`config.mk`:
```
export PLATFORM = sky130hd
export DESIGN_NAME = cdr_word_aligner
export DESIGN_NICKNAME = d
export VERILOG_FILES = /design/src/rtl/cdr_pkg.sv /design/src/rtl/cdr_sipo.sv /design/src/rtl/cdr_word_aligner.sv
export SDC_FILE = /design/constraint.sdc
export NUM_CORES = 1
export LEC_CHECK = 0
export CAP_MARGIN = 20
export CORE_MARGIN = 2
export CORE_UTILIZATION = 54
export DETAILED_ROUTE_END_ITERATION = 8
export GPL_ROUTABILITY_DRIVEN = 0
export PLACE_DENSITY = 0.78
export SLEW_MARGIN = 15
export SYNTH_ARGS = -nofsm -noshare
export SYNTH_HDL_FRONTEND = slang
export SYNTH_SLANG_ARGS = --single-unit
```
`constraint.sdc`:
```
create_clock -name clk -period 2.65 [get_ports clk]
set_clock_uncertainty 0.15 [all_clocks]
set_input_delay 0.6625 -clock clk [delete_from_list [all_inputs] [get_ports clk]]
set_output_delay 0.6625 -clock clk [all_outputs]
set_load 0.01 [all_outputs]
```
`src/rtl/cdr_pkg.sv`:
```
// cdr_pkg: shared types and defaults for the CDR word aligner slice.
// Holds the aligner FSM state enum and default word/sync constants.
package cdr_pkg;

  localparam int         DEF_WORD_WIDTH = 8;
  localparam logic [7:0] DEF_SYNC       = 8'hC5;

  typedef enum logic [1:0] {
    IDLE,
    HUNT,
    VERIFY,
    ALIGNED
  } aligner_state_t;

endpackage

```
`src/rtl/cdr_sipo.sv`:
```
// cdr_sipo: serial-in shift register with bit and frame-word counters.
// Ports: clk, rst (sync, high), data_in (serial bit), load (restart
// counters after a sync match; the matched word counts as word 0),
// nxt (shift contents including this edge's bit), boundary (this edge
// completes a word), word_idx (frame position of the word completing).
module cdr_sipo
  import cdr_pkg::*;
#(
  parameter int W  = DEF_WORD_WIDTH,
  parameter int FW = 4,
  parameter int IW = $clog2(FW)
) (
  input  logic          clk,
  input  logic          rst,
  input  logic          data_in,
  input  logic          load,
  output logic [W-1:0]  nxt,
  output logic          boundary,
  output logic [IW-1:0] word_idx
);

  localparam int BW = $clog2(W);

  logic [W-2:0]  sr;
  logic [BW-1:0] bit_cnt;

  assign nxt      = {sr, data_in};
  assign boundary = (bit_cnt == BW'(W - 1));

  always_ff @(posedge clk) begin
    if (rst) begin
      sr       <= '0;
      bit_cnt  <= '0;
      word_idx <= '0;
    end else begin
      sr <= nxt[W-2:0];
      if (load) begin
        bit_cnt  <= '0;
        word_idx <= IW'(1);
      end else if (boundary) begin
        bit_cnt  <= '0;
        word_idx <= (word_idx == IW'(FW - 1))
                    ? '0 : word_idx + IW'(1);
      end else begin
        bit_cnt <= bit_cnt + BW'(1);
      end
    end
  end

endmodule

```
`src/rtl/cdr_word_aligner.sv`:
```
// cdr_word_aligner: hunts for a sync word in the recovered serial stream,
// verifies it over several frames, then emits aligned parallel words.
// Ports: clk (recovered clock), rst (sync, high), lock (CDR locked),
// data_in (serial bit), word_out/word_valid (aligned word + strobe),
// sync_flag (word is frame position 0), aligned (in ALIGNED state),
// err_cnt (saturating count of missed syncs while aligned).
module cdr_word_aligner
  import cdr_pkg::*;
#(
  parameter int                    WORD_WIDTH   = DEF_WORD_WIDTH,
  parameter logic [WORD_WIDTH-1:0] SYNC_PATTERN = WORD_WIDTH'(DEF_SYNC),
  parameter int                    FRAME_WORDS  = 4,
  parameter int                    VERIFY_COUNT = 3,
  parameter int                    LOSS_COUNT   = 4
) (
  input  logic                  clk,
  input  logic                  rst,
  input  logic                  lock,
  input  logic                  data_in,
  output logic [WORD_WIDTH-1:0] word_out,
  output logic                  word_valid,
  output logic                  sync_flag,
  output logic                  aligned,
  output logic [7:0]            err_cnt
);

  localparam int IW = $clog2(FRAME_WORDS);
  localparam int VW = $clog2(VERIFY_COUNT + 1);
  localparam int LW = $clog2(LOSS_COUNT + 1);

  aligner_state_t        state;
  logic [WORD_WIDTH-1:0] nxt;
  logic                  boundary;
  logic [IW-1:0]         word_idx;
  logic [VW-1:0]         verify_cnt;
  logic [LW-1:0]         miss_cnt;
  logic                  match;
  logic                  sync_pos;
  logic                  load;

  assign match    = (nxt == SYNC_PATTERN);
  assign sync_pos = boundary && (word_idx == '0);
  // Loss of lock outranks a hunt match, so no reload then.
  assign load     = lock && (state == HUNT) && match;

  cdr_sipo #(
    .W  (WORD_WIDTH),
    .FW (FRAME_WORDS),
    .IW (IW)
  ) u_sipo (
    .clk      (clk),
    .rst      (rst),
    .data_in  (data_in),
    .load     (load),
    .nxt      (nxt),
    .boundary (boundary),
    .word_idx (word_idx)
  );

  always_ff @(posedge clk) begin
    if (rst) begin
      state      <= IDLE;
      verify_cnt <= '0;
      miss_cnt   <= '0;
      word_out   <= '0;
      word_valid <= 1'b0;
      sync_flag  <= 1'b0;
      aligned    <= 1'b0;
      err_cnt    <= '0;
    end else begin
      word_valid <= 1'b0;
      sync_flag  <= 1'b0;
      if (!lock) begin
        state   <= IDLE;
        aligned <= 1'b0;
      end else begin
        unique case (state)
          IDLE: state <= HUNT;
          HUNT: begin
            if (match) begin
              verify_cnt <= '0;
              state      <= VERIFY;
            end
          end
          VERIFY: begin
            if (sync_pos) begin
              if (match) begin
                verify_cnt <= verify_cnt + VW'(1);
                if (verify_cnt == VW'(VERIFY_COUNT - 1)) begin
                  miss_cnt <= '0;
                  aligned  <= 1'b1;
                  state    <= ALIGNED;
                end
              end else begin
                state <= HUNT;
              end
            end
          end
          ALIGNED: begin
            if (boundary) begin
              word_out   <= nxt;
              word_valid <= 1'b1;
              sync_flag  <= sync_pos;
            end
            if (sync_pos) begin
              if (match) begin
                miss_cnt <= '0;
              end else begin
                miss_cnt <= miss_cnt + LW'(1);
                if (err_cnt != 8'hFF)
                  err_cnt <= err_cnt + 8'd1;
                if (miss_cnt == LW'(LOSS_COUNT - 1)) begin
                  aligned <= 1'b0;
                  state   <= HUNT;
                end
              end
            end
          end
          default: state <= IDLE;
        endcase
      end
    end
  end

endmodule

```
# Yosys cells after proc, flatten, opt, wreduce, memory -nomap -nowiden
# Index checks and enable logic that the tools add are counted.
# op_classes
addsub	5
n_eq_ne	17
muxes	29
bitwise_logic	4
reduce_logical	19
# op_table
op	n
two-way mux 2 bit	11
two-way mux 3 bit	5
inequality test 2 bit, second input constant	7
AND reduction 6 bit	2
AND reduction 5 bit	2
two-way mux 1 bit	9
adder 8 x 1 -> 8 bit, second input constant	1
equality test 2 bit, second input constant	4
equality test 8 bit, second input constant	1
inequality test 8 bit, second input constant	1
one-hot mux 2 bit (4 select lines)	1
AND reduction 7 bit	1
adder 3 x 1 -> 3 bit, second input constant	2
one-hot mux 3 bit (2 select lines)	1
nonzero test 2 bit	3
OR reduction 3 bit	2
adder 2 x 1 -> 2 bit, second input constant	2
zero test 2 bit	2
inverter 1 bit	4
one-hot mux 2 bit (2 select lines)	1
OR reduction 2 bit	2
OR reduction 4 bit	1
equality test 3 x 2 -> 1 bit, second input constant	1
equality test 3 bit, second input constant	1
other kinds (5)	7
# word_totals
ff_bits	38
input_bits	4
out_inout_bits	19

# Longest topological paths before layout
# Gate-level depths: netlist (run 1).
# logic_depth
ltp_word	5
ltp_mapped	8
mapped_depth_nobuf	6

# Hierarchy
# From an unflattened synthesis (run 1), not the netlist that was laid out.
# unflattened
hier_cells	195
hier_area_um2	1750.4
# by_module_without_submodules
module	n_inst	cells_per_inst	area_per_inst_um2	seq_area_each_um2
cdr_word_aligner	1	161	1347.5	520.5
cdr_sipo	1	34	402.9	240.2

# Worst setup path before layout (run 1)
# Ideal clock, no wire load.
# synth_timing
path_kind	input to register
start	in lock
end	reg err_cnt[5]
t_arrival_ns	1.749
path_slack_ns	0.627
path_stages	6
n_path_buf	2
path_cell_list	and3_1 buf_4 o211ai_4 buf_6 nor4_2 mux2_1
# synth_between
elab_chain_cells	1
# synth_lines
element	line_no	rtl
start: declaration	cdr_word_aligner.sv:18	input logic lock,
AND reduction 5 bit (no line)	-	
end signal: assignment	cdr_word_aligner.sv:111	err_cnt <= err_cnt + 8'd1;
end: declaration	cdr_word_aligner.sv:24	output logic [7:0] err_cnt
# No other way between the ends.
# A chain may end at the register's enable or synchronous reset.

# Final worst setup path (run 1)
# layout_timing
start	reg u_sipo.bit_cnt[0]
end	reg err_cnt[7]
# layout_between
elab_chain_cells	3
# layout_lines
element	line_no	rtl
start: declaration	cdr_sipo.sv:25	logic [BW-1:0] bit_cnt;
start signal: assignment	cdr_sipo.sv:45	bit_cnt <= bit_cnt + BW'(1);
equality test 3 bit	cdr_sipo.sv:28	assign boundary = (bit_cnt == BW'(W - 1));
named net boundary	cdr_word_aligner.sv:33	logic boundary;
logical AND 1 bit	cdr_word_aligner.sv:42	assign sync_pos = boundary && (word_idx == '0);
AND reduction 5 bit (no line)	-	
# The timed path passes the listed nets, and every way through them passes these cells.

==> run metrics, run 1 <==
Synth Warn # 0; Hold Buf Count CTS 0; WS Path Type flip-flop to flip-flop; CTS tree built; cell-internal power 0.000727 W; clk sink count 38; critical-path cell list ha_1, ha_1, and3_1, o211ai_4, nor4_1, mux2_2; I/O pins 23; cell accounting for the most synthesized area dfxtp_1; Max-Cap Viols 0; pwr/cell area ~450 mW/mm^2; initial antenna violation count 0; CP Data Required Time 2.74 ns; P_sw ~0.00021 W; commonest cells after routing, fill and taps aside dfxtp_1, nand2_1, clkdlybuf4s50_1, a21oi_1; die area ~0.0038 sq mm; Syn Area/Cell slightly above 9 sq um; unrepaired setup endpoints after global routing no; leakage power 0.778 nW; period utilization 87.2%; Skew-Pair Late Insertion Delay between 0.3 and 0.4 ns; Final nets 237; Synth Net Count 210; switching part of the total ~23%; Die Width 61.3 um; DRT Pass-1 Iters 4; DRC violations left 0; Layout area overhead 18.8%; Slew HR 67.2%; FP Rows 20; share of layout cells above drive strength 1 between 8 and 9%; drt initial violations 76; hpwl dp 2.67 mm; Via density 5.77; PortBufs 22; status complete, no violations; clock slew at reported path FFs 0.11 ns; largest net degree at the start of global routing 19; Max Fanout on Critical Path 11; synth unique cells 44; Clock Power Share roughly a third; worst vdd ir 0.000306 V; max incr delay on CP approximately 0.39 ns; final count of negative-setup-slack endpoints 0; Crit. End Element flip-flop; max frequency between 400 and 500 MHz; critical path's most frequent cell ha_1; Synth Cell Area 0.00177 sq mm; H-tree depth 2; # diodes 0; Post-synth EDFFs 0; Post-Syn Instances 195; via count of the routed design 1541; Comb pwr share 4.9%; critical path startpoint category flip-flop; ys flop type dfxtp_1; setup repair bufs after CTS 0; sequential share of power 62.1%; arrival time at the worst endpoint approximately 2.4 ns; Post-synth ARST share 0%; synthesized flop and latch total 38; Resize count post-CTS 0; area share of the largest cell type after synthesis a little over two fifths; initial core utilization 57.6%; sequential-to-total area share from yosys stat 42.9%; Setup TNS 0 ns; total track usage 22.0%; synth top area cells dfxtp_1, ha_1, a21oi_1; most common cell after layout, fill and taps aside dfxtp_1; Die Y 61.3 um; drt wl/cell roughly 14 um; core box area 0.00308 sq mm; CTS max path bufs 2; GRT Residual Overflow 0; CTS Buf Count 5; Final Hold Viols 0; Final Max Slew Viols 0; Min Clock Period, post-route 2.31 ns; first-pass GRT wire length 6.12 mm; fillers around 260; Routed WL about 3.7 mm; critical path's slowest cell ha_1; clock root buffer clkbuf_4; Hold Path Class flip-flop to flip-flop; number of global-route vias before repair 1420; Core Util, Final 68.5%; worst slew pin tran 0.488 ns; Routed Antenna Nets 0
registers in the layout, summed over array words and instances, names as in the netlist:
name,count
u_sipo.sr,7
u_sipo.word_idx,2
u_sipo.bit_cnt,3
aligned,1
sync_flag,1
word_out,8
verify_cnt,2
err_cnt,8
word_valid,1
state,2
miss_cnt,3
worst max-delay path, delay by kind of cell, from the launching register on:
family	cells	cell delay [ns]
DFF	1	0.35
muxes	1	0.37
and+or+nand+nor	2	0.66
adders and majority gates	2	0.54
AOI/OAI and AO/OA	1	0.13
Yosys cell counts (3+ instances only):
master    count
inv_1        11
and2_1        3
o41ai_1       3
o21ai_0       9
nand3_1       8
nand2_1      23
mux2i_1       3
nor2_1        8
ha_1         11
clkbuf_1      3
nor2b_1      11
dfxtp_1      38
nand4_1       4
or3_1         3
a21oi_1      20
and3_1        3
or4_1         3
worst paths after layout:
check	from	end	slack (ns)	depth (start not counted)
worst max-delay path	u_sipo.bit_cnt[0]	err_cnt[7]	0.34	6
worst min register to register	u_sipo.bit_cnt[0]	u_sipo.bit_cnt[0]	0.29	1
worst min-delay path	u_sipo.bit_cnt[0]	u_sipo.bit_cnt[0]	0.29	1
worst max register to register	u_sipo.bit_cnt[0]	err_cnt[7]	0.34	6
power groups by stage:
stage	Sequential [W]	Combinational [W]	Clock [W]
after floorplan	0.000595	0.0000284	0
after global placement	0.000596	0.0000435	0
after detailed placement	0.000596	0.0000453	0
after CTS	0.000583	0.0000456	0.000324
after global routing	0.000585	0.0000505	0.000352
final	0.000583	0.0000461	0.000309
routing by layer:
metal  wire, um  vias to the layer above  GRT usage [%]
li1           -                      760              -
met1       1680                      732           27.8
met2       1760                       47           33.9
met3        230                        2           7.77
met4         21                        0           9.94
met5          0                        -              0
area by class of cell:
type,count,area (sq um),share of cell area (%)
Tap cell,44,55.1,2.61
Sequential cell,38,761,36.1
Multi-Input combinational cell,139,933,44.3
Inverter,11,41.3,1.96
Timing Repair Buffer,27,258,12.2
Clock buffer,7,55.1,2.61
Clock inverter,1,5.00,0.237
metrics by stage:
step	power (W)	hold WS (ns)	setup slack [ns]	area (sq um)	instances
floorplan	0.000624	0.248	0.627	1770	195
global placement	0.000639	0.258	0.102	2050	259
detailed placement	0.000642	0.278	0.0546	2050	259
CTS	0.000953	0.293	0.324	2110	267
global route	0.000987	0.303	0.152	2110	267
finish	0.000939	0.286	0.339	2110	267
cell families (layout without fill, tap and decap cells):
family	after synthesis	after routing	share of synthesized area [%]
AND/OR/NAND/NOR	77	77	24.7
AO/OA/AOI/OAI	46	46	17.2
flip-flops	38	38	42.9
buffers and inverters	18	46	4.51
adder cells (fa/ha/maj)	11	11	7.76
multiplexers	5	5	2.96
Power figures use the tool's default switching activity.
==> inputs of run 2 (changes only) <==
Settings changed: CORE_UTILIZATION 54 to 35, PLACE_DENSITY 0.78 to not set.
Clock period 2.65 ns to 1.99 ns, I/O delays scaled along.
==> run metrics, run 2 (same netlist as run 1, synthesis figures left out) <==
status complete, no violations; largest net degree at the start of global routing 16 (-3); max frequency 512 MHz; share of layout cells above drive strength 1 19.7% (+12 points); Hold Buf Count CTS 0 (unchanged); I/O pins 23 (unchanged); Inst Count DP 296 (+14%); critical path's slowest cell clkdlybuf4s50_1; Final Max Slew Viols 0 (unchanged); Max-Cap Viols 0 (unchanged); Hold Slack 0.273 ns (-0.0127 ns); Placed Area 0.00218 sq mm (+6.5%); via count of the routed design 1555 (+0.91%); die area 0.00565 sq mm (+50%); Top Registers err_cnt (8), word_out (8), u_sipo.sr (7); Slew HR 76.6% (+9.4 points); worst path bufs/invs 1 (+1); critical-path cell list clkdlybuf4s50_1; Via density 5.10 (-12%); initial core utilization 36.8% (-21 points); Routed WL 3.70 mm (+0.30%); fin area 0.00235 sq mm (+12%); Setup TNS 0 ns (unchanged); Skew-Pair Late Insertion Delay 0.29 ns (-0.05 ns); WS Path Type flip-flop to primary output; Critical Path Start err_cnt[6]; fillers 465 (+77%); DRT Pass-1 Iters 4 (unchanged); Hold Path Class flip-flop to flip-flop; max incr delay on CP 0.59 ns (+0.20 ns); RR Startpoint u_sipo.bit_cnt[0]; first-pass GRT wire length 5.99 mm (-2.1%); unrepaired setup endpoints after global routing yes; hpwl dp 2.67 mm (about the same); Layout area overhead 32.5%; total track usage 14.0% (-8.0 points); FP Rows 25 (+25%); # diodes 0 (unchanged); drt wl/cell 12.1 um (-12%); number of global-route vias before repair 1323 (-6.8%); worst slew pin tran 0.348 ns (-0.140 ns); Die Y 75.2 um (+23%); critical path startpoint category flip-flop; Core Util, Final 48.8% (-20 points); pwr/cell area 638 mW/mm^2 (+43%); clock root buffer clkbuf_8; R2R setup slack 0.10 ns (-0.24 ns); Worst Reg-to-Reg Cells 6 (unchanged); H-tree depth 2 (unchanged); cell family with most CP delay buffers and inverters; critical path endpoint err_cnt[6]; CTS tree built; Routed Antenna Nets 0 (unchanged); leakage power 0.870 nW (+12%); DRC violations left 0 (unchanged); GRT Residual Overflow 0 (unchanged); drt initial violations 73 (-3.9%); arrival time at the worst endpoint 1.31 ns (-1.09 ns); CTS Buf Count 5 (unchanged); Final Hold Viols 0 (unchanged); final count of negative-setup-slack endpoints 0 (unchanged); cell count along the critical path 1 (-5); CP Data Required Time 1.34 ns (-1.40 ns); most common cell after layout, fill and taps aside dfxtp_1; period utilization 98.2%; Min Clock Period, post-route between 1.5 and 2 ns; initial antenna violation count 0 (unchanged); core box area 0.00482 sq mm (+57%); non-filler cells, final 305 (+14%); Die Width 75.2 um (+23%); worst r2r dst err_cnt[6]; commonest cells after routing, fill and taps aside dfxtp_1, nand2_1, clkdlybuf4s50_1, a21oi_1, buf_4; worst vdd ir 0.000443 V (+45%); PortBufs 22 (unchanged); Max Fanout on Critical Path 5 (-6); CTS max path bufs 2 (unchanged); clock slew at reported path FFs 0.07 ns (-0.04 ns); Crit. End Element primary output; Final nets 252 (+6.3%); clk sink count 38 (unchanged)
==> run 2: power by group <==
| part | internal [W] | leakage [nW] | switching [W] |
|---|---|---|---|
| Clock | 0.000373 | 0.0504 | 0.000281 |
| Combinational | 0.0000323 | 0.510 | 0.0000360 |
| Sequential | 0.000770 | 0.310 | 0.00000630 |
| Total | 0.00118 | 0.870 | 0.000324 |
==> run 2: layout make-up <==
cell class / instances / area (sq um) / area share, %
multi-input combinational: 139 / 967 / 41.1
sequential: 38 / 768 / 32.7
timing repair buffer: 42 / 377 / 16.0
tap: 67 / 83.8 / 3.57
clock buffer: 5 / 68.8 / 2.93
clock inverter: 3 / 45.0 / 1.92
inverter: 11 / 41.3 / 1.76
==> run 2: routing by layer <==
layer | vias up | global-route usage [%] | routed length [um]
li1 | 788 | - | -
met1 | 737 | 18.8 | 1810
met2 | 28 | 20.9 | 1720
met3 | 2 | 4.28 | 151
met4 | 0 | 6.24 | 20
met5 | - | 0 | 0
==> run 2: timing repair <==
item / CTS / global route
endpoints found under the hold margin: 0 / 0
setup endpoints to repair: 5 / 11
pin swaps: 4 / 1
setup buffers: 1 / 0
resized for setup: 2 / 16
==> run 2: through the flow <==
stage | worst slack, ns | power, W
3_5_place_dp | -0.359 | 0.000863
2_1_floorplan | 0.00944 | 0.000830
5_1_grt | -0.0419 | 0.00156
3_3_place_gp | -0.337 | 0.000862
4_1_cts | 0.0229 | 0.00152
6_report | 0.0362 | 0.00150
==> run 2: how the worst min path moves through the flow <==
stage	start	endpoint	slack (ns)	depth (start not counted)
detailed placement	u_sipo.bit_cnt[0]	u_sipo.bit_cnt[0]	0.27	1
CTS	u_sipo.bit_cnt[0]	u_sipo.bit_cnt[0]	0.28	1
global route	u_sipo.bit_cnt[0]	u_sipo.bit_cnt[0]	0.30	1
finish	u_sipo.bit_cnt[0]	u_sipo.bit_cnt[0]	0.27	1
floorplan	u_sipo.bit_cnt[0]	u_sipo.bit_cnt[0]	0.25	1
global placement	u_sipo.bit_cnt[0]	u_sipo.bit_cnt[0]	0.26	1
==> inputs of run 3 (changes only) <==
Settings changed: CORE_MARGIN 2 to not set.
==> run metrics, run 3 (same netlist as run 1, synthesis figures left out) <==
Slew HR 72.0% (-4.6 points); unrepaired setup endpoints after global routing no; Clock Power Share 48.7% (+5.1 points); CTS tree built; cell-internal power 0.00131 W (+11%); sequential share of power 47.0% (-4.8 points); max frequency 521 MHz (+1.7%); CTS max path bufs 2 (unchanged); total power 0.00165 W (+10%); switching part of the total 20.9% (-0.71 points); # diodes 0 (unchanged); initial core utilization 37.1% (+0.24 points); worst slew pin tran 0.416 ns (+0.0679 ns); first-pass GRT wire length 6.49 mm (+8.4%); Hold Slack 0.279 ns (+0.00570 ns); status complete, no violations; period utilization 96.5% (-1.6 points); Critical Path Start err_cnt[7]; core box area 0.00479 sq mm (-0.65%); max incr delay on CP 0.56 ns (-0.03 ns); clock root buffer clkbuf_8; Crit. End Element primary output; Final Max Slew Viols 0 (unchanged); worst vdd ir 0.000500 V (+13%); Via density 5.04 (-1.2%); GRT Residual Overflow 0 (unchanged); pwr/cell area 694 mW/mm^2 (+8.9%); RR Startpoint u_sipo.bit_cnt[0]; clk sink count 38 (unchanged); Hold Buf Count CTS 0 (unchanged); hpwl dp 2.65 mm (-0.75%); Routed WL 3.81 mm (+2.8%); Die Y 73.2 um (-2.7%); Comb pwr share 4.3% (-0.3 points); Max-Cap Viols 0 (unchanged); CTS Buf Count 5 (unchanged); Skew-Pair Late Insertion Delay 0.30 ns (about the same); final count of negative-setup-slack endpoints 0 (unchanged); most common cell after layout, fill and taps aside dfxtp_1; DRC violations left 0 (unchanged); P_sw 0.000345 W (+6.5%); initial antenna violation count 0 (unchanged); FP Rows 25 (unchanged); die area 0.00536 sq mm (-5.2%); Top Registers err_cnt (8), word_out (8), u_sipo.sr (7); leakage power 0.881 nW (+1.2%); critical path startpoint category flip-flop; Routed Antenna Nets 0 (unchanged); arrival time at the worst endpoint 1.27 ns (-0.04 ns); drt initial violations 71 (-2.7%); CP Data Required Time 1.34 ns (about the same); critical path endpoint err_cnt[7]; drt wl/cell 12.5 um (+3.1%); worst r2r dst err_cnt[7]; DRT Pass-1 Iters 5 (+1); Final Hold Viols 0 (unchanged); PortBufs 22 (unchanged); critical path's slowest cell clkdlybuf4s50_1; largest net degree at the start of global routing 23 (+7); total track usage 16.1% (+2.0 points); cell count along the critical path 1 (unchanged); cell family with most CP delay buffers and inverters; Final nets 251 (-0.40%); Worst Reg-to-Reg Cells 6 (unchanged); I/O pins 23 (unchanged); worst path bufs/invs 1 (unchanged); R2R setup slack 0.09 ns (about the same); WS Path Type flip-flop to primary output; share of layout cells above drive strength 1 19.8% (+0.083 points); H-tree depth 2 (unchanged); via count of the routed design 1532 (-1.5%); commonest cells after routing, fill and taps aside dfxtp_1, nand2_1, clkdlybuf4s50_1, a21oi_1, buf_4; Max Fanout on Critical Path 5 (unchanged); number of global-route vias before repair 1446 (+9.3%); Hold Path Class flip-flop to flip-flop; critical-path cell list clkdlybuf4s50_1; clock slew at reported path FFs 0.08 ns (about the same); Die Width 73.2 um (-2.7%); Layout area overhead 34.1%; Min Clock Period, post-route 1.92 ns (-0.0327 ns)
run 3: changes by cell type in the layout (fill, tap and decap cells not counted), sizes merged:
cell	before	now
clkinvlp	2	0
buf	20	19
bufinv	1	2
clkinv	0	1
run 3: how the worst min path moves through the flow:
stage,startpoint,end,slack [ns],cells past startpoint
finish,u_sipo.bit_cnt[0],u_sipo.bit_cnt[0],0.28,1
global placement,u_sipo.bit_cnt[0],u_sipo.bit_cnt[0],0.26,1
CTS,u_sipo.bit_cnt[0],u_sipo.bit_cnt[0],0.28,1
detailed placement,u_sipo.bit_cnt[0],u_sipo.bit_cnt[0],0.27,1
global route,u_sipo.bit_cnt[0],u_sipo.bit_cnt[0],0.30,1
floorplan,u_sipo.bit_cnt[0],u_sipo.bit_cnt[0],0.25,1
run 3: cell type report:
type,count,area [sq um]
clock buffer,5,68.8
clock inverter,3,68.8
fill,454,2410
inverter,11,41.3
multi-input combinational,139,983
sequential,38,767
tap,67,83.8
timing repair buffer,41,365
run 3: routing by layer:
metal,up-vias,share of wire [%],GRT usage (%)
met2,24,44,24.7
li1,784,-,-
met5,-,0,0
met4,0,1.2,5.23
met3,6,4.0,5.80
met1,718,51,20.8
run 3: power by group through the flow:
stage	combinational, W	clock [W]	sequential (W)
2_1_floorplan	0.0000378	0	0.000793
3_3_place_gp	0.0000681	0	0.000794
5_1_grt	0.0000781	0.000854	0.000778
3_5_place_dp	0.0000684	0	0.000794
6_report	0.0000703	0.000804	0.000776
4_1_cts	0.0000696	0.000813	0.000776
run 3: through the flow:
stage,TNS (ns),cell area (sq um),cells,utilization [%],setup slack (ns)
floorplan,0,1770,195,-,0.00944
global placement,-4.75,2170,295,45.4,-0.369
detailed placement,-5.08,2170,295,45.4,-0.395
CTS,0,2340,304,48.8,0.0257
global route,0,2380,304,49.7,0.00174
finish,0,2380,304,49.7,0.0689
run 3: repair_timing:
| action | CTS | global route |
|---|---|---|
| gates resized for setup | 4 | 15 |
| pin swaps | 1 | 1 |
| endpoints found under the setup margin | 4 | 12 |
| hold endpoints to repair | 0 | 0 |
| buffers inserted | 1 | 0 |
